## src/rtl/pu_row.sv

```systemverilog
// Transposed-form multiply-accumulate row: a shift-loaded weight chain, a
// broadcast activation and a saturated, registered dot-product output.
module pu_row #(
    parameter int DATA_WIDTH = 8,
    parameter int NUM_PE     = 4,
    parameter int ACC_WIDTH  = 16
) (
    input  logic                  clk,
    input  logic                  reset,
    input  logic                  en,
    input  logic                  w_load,
    input  logic [DATA_WIDTH-1:0] w_in,
    input  logic                  in_valid,
    input  logic [DATA_WIDTH-1:0] a,
    input  logic                  signed_mode,
    input  logic                  clear,
    output logic [ACC_WIDTH-1:0]  P,
    output logic                  out_valid,
    output logic                  sat,
    output logic                  w_ready,
    output logic                  primed
);

    localparam int FW = 2*DATA_WIDTH + $clog2(NUM_PE) + 1;
    localparam int CW = $clog2(NUM_PE + 1);
    localparam logic [CW-1:0] FULL_CNT = CW'(NUM_PE);

    typedef logic signed [FW-1:0] full_t;

    localparam full_t ONE  = full_t'(1);
    localparam full_t SMAX = (ONE <<< (ACC_WIDTH-1)) - ONE;
    localparam full_t SMIN = -(ONE <<< (ACC_WIDTH-1));
    localparam full_t UMAX = (ONE <<< ACC_WIDTH) - ONE;

    logic [DATA_WIDTH-1:0] w [NUM_PE];
    full_t                 r [1:NUM_PE-1];
    full_t                 prod [NUM_PE];
    full_t                 x_ext;
    full_t                 y;
    full_t                 y_sat;
    logic                  y_clip;
    logic [CW-1:0]         wcnt;
    logic [CW-1:0]         scnt;
    logic                  accept;

    // Operands widened to full precision so every sum below is exact.
    function automatic full_t ext(input logic [DATA_WIDTH-1:0] v, input logic s);
        return {{(FW-DATA_WIDTH){s & v[DATA_WIDTH-1]}}, v};
    endfunction

    assign accept  = en && in_valid && !w_load && !clear;
    assign w_ready = (wcnt == FULL_CNT);
    assign primed  = (scnt == FULL_CNT);

    always_comb begin
        x_ext = ext(a, signed_mode);
        for (int i = 0; i < NUM_PE; i++) begin
            prod[i] = ext(w[i], signed_mode) * x_ext;
        end
        y      = r[1] + prod[0];
        y_sat  = y;
        y_clip = 1'b0;
        if (signed_mode) begin
            if (y > SMAX) begin
                y_sat  = SMAX;
                y_clip = 1'b1;
            end else if (y < SMIN) begin
                y_sat  = SMIN;
                y_clip = 1'b1;
            end
        end else begin
            if (y > UMAX) begin
                y_sat  = UMAX;
                y_clip = 1'b1;
            end else if (y < '0) begin
                y_sat  = '0;
                y_clip = 1'b1;
            end
        end
    end

    // NOTE: the weight and partial-sum arrays are reset like any other state,
    // because a reset mid-stream must leave the next stream seeing zero history.
    always_ff @(posedge clk or negedge reset) begin
        if (!reset) begin
            for (int i = 0; i < NUM_PE; i++) w[i] <= '0;
            for (int i = 1; i < NUM_PE; i++) r[i] <= '0;
            P         <= '0;
            sat       <= 1'b0;
            out_valid <= 1'b0;
            wcnt      <= '0;
            scnt      <= '0;
        end else begin
            // NOTE: non-blocking assignments let every tap read the pre-edge
            // value of its neighbour, which is what makes the chains shift.
            out_valid <= 1'b0;
            if (en && w_load) begin
                w[0] <= w_in;
                for (int i = 1; i < NUM_PE; i++) w[i] <= w[i-1];
                if (wcnt != FULL_CNT) wcnt <= wcnt + 1'b1;
            end
            if (en && clear) begin
                for (int i = 1; i < NUM_PE; i++) r[i] <= '0;
                scnt <= '0;
                sat  <= 1'b0;
            end else if (accept) begin
                r[NUM_PE-1] <= prod[NUM_PE-1];
                for (int i = 1; i < NUM_PE-1; i++) r[i] <= r[i+1] + prod[i];
                P         <= y_sat[ACC_WIDTH-1:0];
                sat       <= y_clip;
                out_valid <= 1'b1;
                if (scnt != FULL_CNT) scnt <= scnt + 1'b1;
            end
        end
    end

endmodule

```

## config.mk

```make
export PLATFORM = sky130hd
export DESIGN_NAME = pu_row
export DESIGN_NICKNAME = d
export VERILOG_FILES = /design/src/rtl/pu_row.sv
export SDC_FILE = /design/constraint.sdc
export NUM_CORES = 1
export LEC_CHECK = 0
export BUFFER_PORTS_ARGS = -buffer_cell sky130_fd_sc_hd__buf_2
export CAP_MARGIN = 20
export CORE_UTILIZATION = 50
export DETAILED_ROUTE_END_ITERATION = 16
export PLACE_DENSITY_LB_ADDON = 0.2
export SYNTH_ARGS = -nofsm -noshare
export SYNTH_HDL_FRONTEND = slang
export SYNTH_SLANG_ARGS = --single-unit
```

## constraint.sdc

```tcl
create_clock -name clk -period 6.1 [get_ports clk]
set_input_delay 1.525 -clock clk [delete_from_list [all_inputs] [get_ports clk]]
set_output_delay 1.525 -clock clk [all_outputs]
set_load 0.01 [all_outputs]
```

==> results.json <==
{
  "slowest_stage": "fa_1",
  "synth_top_family_by_area": "adder cells",
  "avgSynthCellArea_um2": 9.50,
  "cts.clk_slew.worst_paths_ns": 0.08,
  "hold_violations": 0,
  "synth_cell_types": 63,
  "grt_pass1_vias": 15309,
  "worstSetupPathType": "input port to flop",
  "rsz0062_at_grt": "true",
  "clk_latency_ns": 0.38,
  "violations": "setup timing",
  "design_area_um2": 21700,
  "postCtsHoldBufs": 0,
  "tightest_slew_ns": 0.851,
  "track_usage_pct": 25.2,
  "finClkSkew_ns": 0.0115,
  "clock-root-buffer": "clkbuf_16",
  "seqCellArea_um2": 2800,
  "vias_per_cell": 5.27,
  "cp-end-kind": "flop",
  "multiInputGateArea_um2": 14500,
  "gr-total-overflow": 0,
  "netlist_instances": 1966,
  "synth-main-ff-cell": "dfrtp_1",
  "hp-start": "wcnt[2]",
  "synth_xor_area_share_pct": 3.65,
  "ys_seq_elements": 112,
  "clock_sinks": 112,
  "die_h_um": 195,
  "cts_tree": "yes",
  "placed_cell_area_um2": 20900,
  "tns_ns": -3.28,
  "fin_nets": 2691,
  "grt_max_degree": 68,
  "rr_startpoint": "w[27]",
  "synth_fa_ha_area_share_pct": 48.3,
  "yosysSeqAreaShare_pct": 15.0,
  "final_common_cell": "inv_1",
  "grt_pass1_wl_um": 75500,
  "met1Wirelength_um": 18300,
  "yosys_warnings": 0,
  "max_cap_violations": 0,
  "worstSetupStartpointType": "input port",
  "fin_crit_sh_pct": 103,
  "min_path_type": "flop to flop",
  "drcViolationCount": 0,
  "crit_fanout": 8,
  "max_freq_mhz": 159,
  "start_util_pct": 50.9,
  "crit_chain": "buf_2, and2_1, fa_1, inv_1, fa_1, inv_1, fa_1, fa_1, inv_2, fa_1, inv_2, ha_4, o21ai_2, or3_4, o211ai_2, buf_4, a21o_1, nand3_2, and3_4, nor3b_4, buf_12, buf_12, o211ai_1",
  "final_cell_mix": "inv_1, fa_1, nand2_1",
  "core-area_um2": 36700,
  "firstDrtPassIters": 5,
  "syn_area_um2": 18700,
  "wl_per_cell_um": 17.1,
  "numPortBuffers": 42,
  "setup_slack_ns": -0.206,
  "clk_path_buf_depth": 2,
  "setup_violations": 21,
  "htree_levels": 3,
  "cpMostUsedCell": "fa_1",
  "rows": 70,
  "die_w_um": 195,
  "n_fill_cell": 3207,
  "vias": 13790,
  "startpoint": "a[3]",
  "slew_viol_final": 0,
  "routed-wl-met3_um": 1410,
  "critPathArrivalTime_ns": 6.55,
  "synth-async-reset-ratio_pct": 100,
  "synth-simple-area-share_pct": 14.4,
  "synth-edff-count": 0,
  "worstPathRequired_ns": 6.34,
  "synth_compound_area_share_pct": 6.90,
  "antenna_found_initial": 0,
  "status": "finished, violations left",
  "ios": 43,
  "finalWorstPathRequiredPeriod_ns": 6.31,
  "fin_hold_ws_ns": 0.478,
  "cts_buffers": 9,
  "relSlewSlack_pct": 43.3,
  "ant_nets": 0,
  "max_stage_delay_ns": 0.52,
  "globalplace.congestion": 0.878,
  "highest_layer": "met4",
  "syn2layout_area_growth_pct": 16.0,
  "wl_um": 44600,
  "die_area_um2": 38100,
  "drt_iter0_markers": 538,
  "diodes": 0,
  "layout-drive-gt1-share_pct": 18.5,
  "synthMuxAreaShare_pct": 2.04,
  "syn_nets": 2512,
  "hpwl_um": 36100,
  "wl_met2_um": 23900
}
## synth_stat cells (11+ instances only)
library cell | count | share of area (%)
a21o_1 | 14 | 0.56
a21oi_1 | 33 | 0.88
and2_1 | 109 | 3.6
and3_1 | 20 | 0.67
clkbuf_1 | 93 | 1.9
dfrtp_1 | 112 | 15
fa_1 | 331 | 35
ha_1 | 192 | 13
inv_1 | 380 | 7.6
mux2_2 | 32 | 1.9
nand2_1 | 223 | 4.5
nand2b_1 | 35 | 1.2
nand3_1 | 74 | 2.0
nor2_1 | 38 | 0.76
nor3_1 | 17 | 0.46
o21a_1 | 11 | 0.44
o21ai_0 | 66 | 1.8
xnor2_1 | 45 | 2.1
xor2_1 | 31 | 1.5
## worst paths after layout
kind | cells past startpoint | slack [ns] | endpoint
worst min-delay path | 1 | 0.48 | wcnt[2]
worst max register to register | 22 | 0.40 | P[6]
worst max-delay path | 23 | -0.21 | P[6]
max in group asynchronous | 2 | 3.68 | w[31]
min in group asynchronous | 1 | 1.24 | r[20]
worst min register to register | 1 | 0.48 | wcnt[2]
## timing repair
action,in CTS,in global routing
buffers inserted,8,2
gates cloned,2,0
gates resized for setup,56,35
pin swaps,18,10
endpoints found under the hold margin,0,0
setup endpoints to repair,32,35
## area by class of cell
class                      count  area share, %
multi-input combinational   1375           66.7
sequential                   112           12.9
timing repair buffer         265           9.47
inverter                     382           6.67
tap                          468           2.70
clock buffer                  11           1.17
clock inverter                 4          0.352
## flip-flops by register name (all words and copies together), names as in the netlist
name	count
P	16
out_valid	1
r	56
sat	1
scnt	3
w	32
wcnt	3
## worst max-delay path, delay by kind of cell
kind            cells  cell delay, ns
simple gates        5            1.01
buf+inv             8            0.76
fa+ha+maj           6            2.77
compound gates      4            0.46
## through the flow
stage	setup WS, ns	utilization [%]	std cells
global placement	-0.748	56.8	2589
finish	-0.206	59.1	2617
CTS	-0.210	58.6	2614
detailed placement	-0.892	56.8	2589
floorplan	-0.428	-	1966
global route	-0.447	59.1	2617
## kinds of logic (layout without fill, tap and decap cells)
group / count (synthesis) / count (layout)
multiplexers: 34 / 34
adder cells (fa/ha/maj): 523 / 523
XOR/XNOR: 77 / 77
AND/OR/NAND/NOR: 547 / 547
flip-flops: 112 / 112
buffers and inverters: 480 / 662
AO/OA/AOI/OAI: 193 / 194
## per-layer routing
layer	global-route usage (%)	up-vias
met4	6.71	0
met1	30.0	7037
met3	3.20	72
li1	-	6464
met5	0	-
met2	47.4	217
Power is left out: the tool's default activity adds up to more than one toggle a clock period on the data nets, which glitch-free logic cannot reach.
